### config.mk
export PLATFORM = sky130hd
export DESIGN_NAME = softmax_max_subtract
export DESIGN_NICKNAME = d
export VERILOG_FILES = /design/src/rtl/softmax_pkg.sv /design/src/rtl/softmax_max_subtract_vec_max_tree.sv /design/src/rtl/softmax_max_subtract.sv
export SDC_FILE = /design/constraint.sdc
export NUM_CORES = 2
export LEC_CHECK = 0
export CAP_MARGIN = 20
export CORE_ASPECT_RATIO = 0.5
export CORE_MARGIN = 3
export CORE_UTILIZATION = 55
export DETAILED_ROUTE_END_ITERATION = 10
export PLACE_DENSITY = 0.84
export SLEW_MARGIN = 20
export SYNTH_ARGS = -nofsm -noshare
export SYNTH_HDL_FRONTEND = slang
export SYNTH_HIERARCHICAL = 1
export SYNTH_SLANG_ARGS = --single-unit
### constraint.sdc
create_clock -name i_clk -period 60.5 [get_ports i_clk]
set_input_delay 12.1 -clock i_clk [delete_from_list [all_inputs] [get_ports i_clk]]
set_output_delay 12.1 -clock i_clk [all_outputs]
set_load 0.02 [all_outputs]
### src/rtl/softmax_pkg.sv
// Shared types and defaults for the softmax row pipeline (Q4.12 fixed point).
package softmax_pkg;

    localparam int DEFAULT_N         = 4;
    localparam int DEFAULT_BIT_WIDTH = 16;
    localparam int DEFAULT_ROW_LEN   = 32;
    localparam int Q_FRAC            = 12;

    typedef logic signed [DEFAULT_BIT_WIDTH-1:0] data_t;

    localparam data_t Q_MIN = data_t'(-(2 ** (DEFAULT_BIT_WIDTH - 1)));

    typedef enum logic {
        COLLECT = 1'b0,
        DRAIN   = 1'b1
    } state_e;

endpackage

### src/rtl/softmax_max_subtract_vec_max_tree.sv
// Combinational signed maximum across N lanes, reduced as a balanced binary tree.
module vec_max_tree #(
    parameter int N         = 4,
    parameter int BIT_WIDTH = 16
) (
    input  logic [N*BIT_WIDTH-1:0]       i_data,
    output logic signed [BIT_WIDTH-1:0]  o_max
);

    if ((N < 1) || ((N & (N - 1)) != 0)) begin : g_bad_n
        $error("vec_max_tree: N must be a power of two");
    end

    // Heap layout: leaves at [N..2N-1], node i combines children 2i and 2i+1.
    logic signed [BIT_WIDTH-1:0] node [1:2*N-1];

    always_comb begin
        node = '{default: '0};
        for (int unsigned k = 0; k < N; k++) begin
            node[N + k] = i_data[k*BIT_WIDTH +: BIT_WIDTH];
        end
        for (int unsigned i = N - 1; i >= 1; i--) begin
            node[i] = (node[2*i] > node[2*i+1]) ? node[2*i] : node[2*i+1];
        end
    end

    assign o_max = node[1];

endmodule

### src/rtl/softmax_max_subtract.sv
// Row max finder and (x - max) replay stage feeding the softmax exp unit.
// Optional SOFTMAX_FLUSH_EN forces differences below FLUSH_TH to the most negative code.
module softmax_max_subtract
    import softmax_pkg::*;
#(
    parameter int N         = DEFAULT_N,
    parameter int BIT_WIDTH = DEFAULT_BIT_WIDTH,
    parameter int ROW_LEN   = DEFAULT_ROW_LEN,
    parameter int FLUSH_TH  = -24576
) (
    input  logic                   i_clk,
    input  logic                   i_rst,
    input  logic                   i_valid,
    output logic                   i_ready,
    input  logic [N*BIT_WIDTH-1:0] i_data,
    output logic                   o_valid,
    output logic [N*BIT_WIDTH-1:0] o_data,
    output logic                   o_last,
    output logic [BIT_WIDTH-1:0]   o_max
);

    localparam int BEATS = ROW_LEN / N;
    localparam int CNT_W = (BEATS > 1) ? $clog2(BEATS) : 1;
    localparam logic [CNT_W-1:0] LAST_BEAT = CNT_W'(BEATS - 1);

    localparam logic signed [BIT_WIDTH-1:0] SAT_MIN   = {1'b1, {(BIT_WIDTH-1){1'b0}}};
    localparam logic signed [BIT_WIDTH:0]   SAT_MIN_W = {2'b11, {(BIT_WIDTH-1){1'b0}}};
    localparam logic signed [BIT_WIDTH:0]   FLUSH_W   = (BIT_WIDTH+1)'(FLUSH_TH);

    if ((ROW_LEN % N) != 0) begin : g_bad_row
        $error("softmax_max_subtract: ROW_LEN must be a multiple of N");
    end
    if ((FLUSH_TH > 0) || (FLUSH_TH < -(2 ** (BIT_WIDTH - 1)))) begin : g_bad_flush
        $error("softmax_max_subtract: FLUSH_TH outside the representable non-positive range");
    end

    state_e                       state_q, state_d;
    logic [CNT_W-1:0]             beat_cnt_q, beat_cnt_d;
    logic [CNT_W-1:0]             rd_cnt_q, rd_cnt_d;
    logic signed [BIT_WIDTH-1:0]  max_q, max_d;
    logic [BIT_WIDTH-1:0]         o_max_q, o_max_d;
    logic [N*BIT_WIDTH-1:0]       buf_q [0:BEATS-1];
    logic [N*BIT_WIDTH-1:0]       buf_d [0:BEATS-1];
    logic                         o_valid_q, o_valid_d;
    logic                         o_last_q, o_last_d;
    logic [N*BIT_WIDTH-1:0]       o_data_q, o_data_d;

    logic signed [BIT_WIDTH-1:0]  lane_max;
    logic signed [BIT_WIDTH-1:0]  max_seed;
    logic signed [BIT_WIDTH-1:0]  new_max;
    logic signed [BIT_WIDTH-1:0]  elem;
    logic signed [BIT_WIDTH:0]    diff;
    logic signed [BIT_WIDTH-1:0]  lane_out;
    logic [N*BIT_WIDTH-1:0]       drain_data;

    vec_max_tree #(
        .N         (N),
        .BIT_WIDTH (BIT_WIDTH)
    ) u_max_tree (
        .i_data (i_data),
        .o_max  (lane_max)
    );

    assign max_seed = (beat_cnt_q == '0) ? SAT_MIN : max_q;
    assign new_max  = (lane_max > max_seed) ? lane_max : max_seed;

    // Subtraction is done one bit wider so the full [-(2^BW-1), 0] range is exact before clamping.
    always_comb begin
        elem       = '0;
        diff       = '0;
        lane_out   = '0;
        drain_data = '0;
        for (int unsigned k = 0; k < N; k++) begin
            elem = buf_q[rd_cnt_q][k*BIT_WIDTH +: BIT_WIDTH];
            diff = $signed({elem[BIT_WIDTH-1], elem}) - $signed({o_max_q[BIT_WIDTH-1], o_max_q});
            if (diff < SAT_MIN_W) begin
                lane_out = SAT_MIN;
            end else begin
                lane_out = diff[BIT_WIDTH-1:0];
            end
`ifdef SOFTMAX_FLUSH_EN
            if (diff < FLUSH_W) begin
                lane_out = SAT_MIN;
            end
`endif
            drain_data[k*BIT_WIDTH +: BIT_WIDTH] = lane_out;
        end
    end

    always_comb begin
        state_d    = state_q;
        beat_cnt_d = beat_cnt_q;
        rd_cnt_d   = rd_cnt_q;
        max_d      = max_q;
        o_max_d    = o_max_q;
        buf_d      = buf_q;
        o_valid_d  = 1'b0;
        o_last_d   = 1'b0;
        o_data_d   = o_data_q;
        case (state_q)
            COLLECT: begin
                if (i_valid) begin
                    buf_d[beat_cnt_q] = i_data;
                    max_d             = new_max;
                    beat_cnt_d        = beat_cnt_q + CNT_W'(1);
                    if (beat_cnt_q == LAST_BEAT) begin
                        state_d  = DRAIN;
                        rd_cnt_d = '0;
                        o_max_d  = new_max;
                    end
                end
            end
            DRAIN: begin
                o_valid_d = 1'b1;
                o_data_d  = drain_data;
                rd_cnt_d  = rd_cnt_q + CNT_W'(1);
                if (rd_cnt_q == LAST_BEAT) begin
                    o_last_d   = 1'b1;
                    state_d    = COLLECT;
                    beat_cnt_d = '0;
                end
            end
        endcase
    end

    always_ff @(posedge i_clk or posedge i_rst) begin
        if (i_rst) begin
            state_q    <= COLLECT;
            beat_cnt_q <= '0;
            rd_cnt_q   <= '0;
            max_q      <= SAT_MIN;
            o_max_q    <= '0;
            for (int unsigned b = 0; b < BEATS; b++) begin
                buf_q[b] <= '0;
            end
            o_valid_q  <= 1'b0;
            o_last_q   <= 1'b0;
            o_data_q   <= '0;
        end else begin
            state_q    <= state_d;
            beat_cnt_q <= beat_cnt_d;
            rd_cnt_q   <= rd_cnt_d;
            max_q      <= max_d;
            o_max_q    <= o_max_d;
            buf_q      <= buf_d;
            o_valid_q  <= o_valid_d;
            o_last_q   <= o_last_d;
            o_data_q   <= o_data_d;
        end
    end

    assign i_ready = (state_q == COLLECT);
    assign o_valid = o_valid_q;
    assign o_last  = o_last_q;
    assign o_data  = o_data_q;
    assign o_max   = o_max_q;

endmodule

# After elaboration in Yosys (flattened, before gate mapping)
# Cells that the tools add are included.
# W data, S select, Z words.
dict set report totals {
  reg_bits 617
  inputBits 67
  output_inout_bits 83
  wordCells 75
}
dict set report op_classes {
  add_sub_neg 6
  order_cmp 11
  eq_ne 5
  n_mux 28
  bitwise 3
  reduce_logical 6
}
# operator n
set op_table {}
lappend op_table {{$bwmux W512} 1}
lappend op_table {{$bmux W64 S3} 1}
lappend op_table {{$demux W64 S3} 1}
lappend op_table {{$mux W64} 3}
lappend op_table {{$mux W16} 9}
lappend op_table {{$lt A17 B16 Y1 const B} 4}
lappend op_table {{$sub A16 B16 Y17} 4}
lappend op_table {{$gt A16 B16 Y1} 4}
lappend op_table {{$mux W3} 4}
lappend op_table {{$pmux W3 S2} 2}
lappend op_table {{$ge A4 B4 Y1 const B} 2}
lappend op_table {{$not A3 Y4} 2}
lappend op_table {{$add A3 B1 Y3 const B} 2}
lappend op_table {{$eq A3 B3 Y1 const B} 2}
lappend op_table {{$mux W1} 6}
lappend op_table {{$reduce_and A2 Y1} 3}
lappend op_table {{$lt A4 B1 Y1 const B} 1}
lappend op_table {{$ne A2 B1 Y1 const B} 2}
lappend op_table {{$logic_not A3 Y1} 1}
lappend op_table {{$reduce_and A3 Y1} 1}
lappend op_table {{$ne A2 B2 Y1 const B} 1}
lappend op_table {{$pmux W1 S2} 1}
lappend op_table {{$logic_and A1 B1 Y1} 1}
lappend op_table {{$not A1 Y1} 1}

# Longest topological paths before layout
dict set report depth {
  depth_word 7
  depth_mapped 31
  ltp_nobuf 27
}

# Modules after synthesis
# The synthesis kept the hierarchy.
# module n_inst cells_per_inst area_each_um2 seq_area_each_um2
set modules_own_cells {}
lappend modules_own_cells {softmax_max_subtract 1 2095 29991.3 15441.1}
lappend modules_own_cells {vec_max_tree 1 232 1861.8 0.0}

# Worst setup path before layout
# No wires, ideal clock.
dict set report synth_timing {
  path_type {in2reg}
  startpoint {input port i_data[31]}
  endpoint {register max_q[0]}
  setup_ns 0.121
  arrival_time_ns 17.494
  t_required_ns 60.379
  slack_ns 42.885
  stages 28
  n_path_buf 5
  cell_sequence {inv_1 -> ha_1 -> nand4_1 -> nor4_2 -> a22oi_1 -> o31ai_4 -> buf_6 -> mux2i_1 -> inv_1 -> ha_1 -> and3_1 -> nand3_1 -> o41ai_1 -> mux2_1 -> buf_4 -> buf_6 -> mux2i_1 -> ha_1 -> a21o_1 -> a21o_1 -> a21oi_1 -> o221ai_1 -> o311ai_1 -> o31ai_1 -> and2_1 -> buf_6 -> buf_6 -> a22o_1}
}
dict set report synth_between {
  elab_chain_len 6
}
# element line_no
set synth_rtl {}
lappend synth_rtl {{start: declaration} softmax_max_subtract.sv:15} ;# input logic [N*BIT_WIDTH-1:0] i_data,
lappend synth_rtl {{$gt A16 B16 Y1} softmax_max_subtract_vec_max_tree.sv:23} ;# node[i] = (node[2*i] > node[2*i+1]) ? node[2*i] : node[2*i+1];
lappend synth_rtl {{$mux W16 *} softmax_max_subtract_vec_max_tree.sv:23}
lappend synth_rtl {{$gt A16 B16 Y1} softmax_max_subtract_vec_max_tree.sv:23}
lappend synth_rtl {{$mux W16 *} softmax_max_subtract_vec_max_tree.sv:23}
lappend synth_rtl {{named net lane_max[9]} softmax_max_subtract.sv:48} ;# logic signed [BIT_WIDTH-1:0] lane_max;
lappend synth_rtl {{$gt A16 B16 Y1 *} softmax_max_subtract.sv:65} ;# assign new_max = (lane_max > max_seed) ? lane_max : max_seed;
lappend synth_rtl {{$mux W16 *} softmax_max_subtract.sv:65}
lappend synth_rtl {{end signal: assignment} softmax_max_subtract.sv:143} ;# max_q <= max_d;
lappend synth_rtl {{end: declaration} softmax_max_subtract.sv:40} ;# logic signed [BIT_WIDTH-1:0] max_q, max_d;
# Mark *: on every way through the listed nets, which the timed path passes. The rest lies on a longest branch.
# A chain may end at the register's enable or synchronous reset.

# Worst setup path in the final report
dict set report layout_timing {
  startpoint {input port i_data[1]}
  endpoint {register max_q[2]}
}
# Same word-level chain as after synthesis.

==> impl_results.md <==
- CP Buf/Inv Count: 2
- Seq pwr share: between 30% and 40%
- Hold slack: between 400 and 500 ps
- Switch Pwr: 0.956 mW
- Highest clock rate: approximately 52 MHz
- Pin count of the biggest net entering global routing: 93
- Slew @ Worst Pin: about 1100 ps
- Vias: between 20000 and 25000
- DRT Wirelength: 80700 um
- # resized after CTS: 0
- Ports: 150
- R2r worst-path depth: 14
- Post-synth ARST share: between 90% and 100%
- Gate power share: between 50% and 60%
- Crit path launch: i_data[1]
- Post-Syn Area: about 32000 um^2
- Root buffer cell: clkbuf_16
- Worst vdd ir: around 34 uV
- WS Path Type: input pin to register
- Setup Skew: ~26 ps
- Core footprint: between 50000 and 60000 um^2
- Area grow syn2layout: 13.6%
- CP max stage cell: o31ai_4
- Post-route setup TNS: 0 ps
- Top cell type's share of synthesized area: 48.4%
- Clk Latency, worst-skew pair: roughly 610 ps
- First-pass iteration count of the detailed router: 7
- Leading area contributor after synthesis: dfrtp_1
- Max clock buf depth: 3
- DRC viols: 0
- Final period utilization: about a third
- Reg-to-Reg Start: rd_cnt_q[0]
- Outcome: finished clean
- # nets final: ~2700
- Initial core utilization: between 50% and 60%
- Hold buffers post-CTS: 0
- Arr. time, crit path: 19790 ps
- Global-route wire length before repair: 126000 um
- Stages on the worst setup path: 22
- Max_cap viols: 0
- Worst Hold Class: register to register
- Reg-to-reg slack, setup: 54930 ps
- Post-place setup slack: slightly above 40000 ps
- H-tree levels: 2
- # fillers: 3849
- CP peak stage delay: 840 ps
- 1st-iter DRT viols: 1653
- Clk pin slew, worst setup/hold paths: ~60 ps
- Pins Over Slew Limit: 0
- Reg-to-reg endpoint: o_data[40]
- Initial antenna violation count: 6
- Share of cells above drive strength 1: between 30% and 40%
- Worst setup endpoint: max_q[2]
- CTS tree: done
- Clk sinks: between 600 and 700
- Ys flop type: dfrtp_1
- Gpl congestion: about 0.92
- Synth unique cells: 76
- Cell Rows: 61
- Final Hold Viols: 0
- Hpwl dp: a little over 50000 um
- Vias per cell: 6.33
- CP Cell Sequence: clkdlybuf4s50_1 > ha_1 > a21oi_1 > o21ai_0 > a21o_1 > o31ai_4 > mux2i_1 > inv_1 > ha_1 > nand4_1 > o41ai_1 > mux2_1 > mux2i_1 > ha_1 > a21o_1 > a21o_1 > a21oi_1 > o221ai_1 > o311ai_1 > o31ai_2 > o21ai_2 > a22o_1
- Vias in the first global route: 21800
- Total GRT Usage: a little over a quarter
- Crit path max fanout: 16
- DR WL/cell: around 25 um
- Worst setup margin: 41240 ps
- Die height: approximately 180 um
- Post-CTS Setup Inserts: 0
- Relative slew slack: 24.9%
- Gate count of the mapped netlist: roughly 2300
- Ranking of synthesized cells by area: dfrtp_1 48%, mux2_2 20%, mux4_2 9.1%
- Global route total overflow: 0
- Yosys warns: 6
- CP delay by family, top: compound AO/OA/AOI/OAI gates
- Leakage power total: approximately 16 nW
- CP startpoint kind: input pin
- Clock share of power: ~16%
- Die area: 61000 um^2
- # port buffers: 149
- Internal power: 1.51 mW
- RSZ-0062 raised after global routing: false
- Total power: approximately 2.5 mW
- Chip width: 346 um
- Yosys reg bits: approximately 620
- Min Tclk post-route: approximately 19000 ps
- CP required: around 61000 ps
- Power density over the cells: between 60 and 70 nW/um^2
- Clock buffer count from CTS: 55
- Worst Setup End Kind: register
- EDFF count, synth: 0
- Setup-violating endpoint count in the final report: 0
- Antenna Nets Post-Route: 0
- Switching Share: about two fifths
- Post-synthesis sequential area ratio: between 40% and 50%
- Mapped Nets: ~2500
- Avg Inst Size Synth: between 10 and 15 um^2
-- power by group through the flow --
| stage | registers, mW | logic (mW) | clock network, mW |
|---|---|---|---|
| finish | 0.742 | 1.33 | 0.395 |
| global route | 0.766 | 1.44 | 0.416 |
| CTS | 0.741 | 1.32 | 0.399 |
| detailed placement | 0.745 | 1.31 | 0 |
| global placement | 0.731 | 1.27 | 0 |
| floorplan | 0.725 | 0.990 | 0 |
-- final cells by class --
type / instances / area (um^2) / area share, %
clock buffers: 76 / 1620 / 4.47
repair buffers: 180 / 1770 / 4.90
flip-flops and latches: 617 / 15500 / 42.7
well taps: 756 / 946 / 2.61
clock inverters: 25 / 428 / 1.18
inverters: 103 / 394 / 1.09
diodes: 5 / 12.5 / 0.0346
multi-input cells: 1488 / 15600 / 43.0
-- cells in the mapped netlist, types with 9 or more instances --
cell	count
clkbuf_1	71
dfrtp_1	616
nand2_1	72
mux2i_1	53
a21oi_1	55
a21o_1	27
nand4_1	27
o21ai_0	44
or3_1	19
inv_1	103
a31oi_1	11
mux4_2	128
buf_1	13
nand3_1	31
and3_1	10
xnor2_1	33
ha_1	137
mux2_2	573
buf_2	26
o2bb2ai_1	51
xor2_1	18
o21a_1	13
nor3_1	9
a22o_1	21
nor2_1	47
nor2b_1	15
-- worst min-delay path by stage --
stage | end | from | slack [ps] | cells after the start
final | o_data[24] | o_data[24] | 490 | 1
after global routing | o_data[24] | o_data[24] | 500 | 1
after CTS | o_data[62] | o_data[62] | 490 | 1
after detailed placement | o_data[24] | o_data[24] | 470 | 1
after global placement | o_data[48] | o_data[48] | 470 | 1
after floorplan | max_q[15] | max_q[15] | 450 | 2
-- cells in the final DEF, fill, tap and decap left out, types with 4 or more instances in the layout --
| cell type | instances |
|---|---|
| a22o_1 | 21 |
| o21ba_2 | 4 |
| nand2_1 | 71 |
| xor2_1 | 18 |
| o21ai_0 | 44 |
| clkbuf_1 | 7 |
| mux2_2 | 573 |
| nor2_1 | 46 |
| or3_1 | 19 |
| mux4_2 | 128 |
| mux2i_1 | 53 |
| nor2b_1 | 15 |
| fa_1 | 4 |
| ha_1 | 137 |
| and3_1 | 10 |
| nand2b_1 | 8 |
| o2bb2ai_1 | 51 |
| o41ai_1 | 4 |
| nand4_1 | 27 |
| a21oi_1 | 55 |
| nand3_1 | 29 |
| a31oi_1 | 11 |
| nor3_1 | 9 |
| a21o_1 | 27 |
| xnor2_1 | 33 |
| clkbuf_8 | 12 |
| nor4_1 | 4 |
| o21bai_1 | 4 |
| inv_1 | 101 |
| clkbuf_16 | 57 |
| dfrtp_1 | 613 |
| o211ai_1 | 5 |
| clkinv_2 | 12 |
| diode_2 | 5 |
| buf_4 | 27 |
| bufinv_16 | 12 |
| o21a_1 | 13 |
| clkdlybuf4s50_1 | 149 |
-- state kept, by name, indices dropped and copies added, names as in the netlist --
| register | flops |
|---|---|
| max_q | 16 |
| o_max | 16 |
| o_last | 1 |
| buf_q | 512 |
| o_valid | 1 |
| state_q | 1 |
| o_data | 64 |
| rd_cnt_q | 3 |
| beat_cnt_q | 3 |
-- through the flow --
stage	util, %	cell area (um^2)	std cells
3_3_place_gp	60.4	34100	3142
3_5_place_dp	60.4	34100	3142
5_1_grt	64.1	36200	3250
4_1_cts	64.0	36100	3243
6_report	64.1	36200	3250
2_1_floorplan	-	31900	2327
-- worst reg2reg max path: stages (launching register included) --
cell and delay, ps:
dfrtp_4 1010, buf_4 900, mux4_2 620, mux2i_1 200, ha_1 200, inv_1 50
fa_1 410, nand3_1 110, nand3_1 80, a21oi_1 240, a21oi_1 190, a311o_1 450
a221oi_2 330, o22a_1 460, o2bb2ai_1 160
-- logic make-up (layout without fill, tap and decap cells) --
family | after synthesis | in the layout | share of synthesized area (%)
muxes | 755 | 755 | 31.0
DFF | 617 | 617 | 48.5
other | 0 | 5 | 0
buffers and inverters | 222 | 384 | 2.91
adders and majority gates | 141 | 141 | 5.63
and+or+nand+nor | 259 | 259 | 4.12
AOI/OAI and AO/OA | 282 | 282 | 6.45
xor gates and xnor gates | 51 | 51 | 1.40
-- per-layer routing --
metal  GRT usage [%]  part of all wire [%]  vias to the layer above  wire length [um]
li1                -                     -                     8913                 -
met1            35.1                    41                    10800             33200
met2            44.0                    48                      683             38700
met3            5.37                   7.3                      164              5860
met4            10.0                   3.6                        2              2930
met5               0                 0.025                        -                20
(Power assumes the default switching activity.)
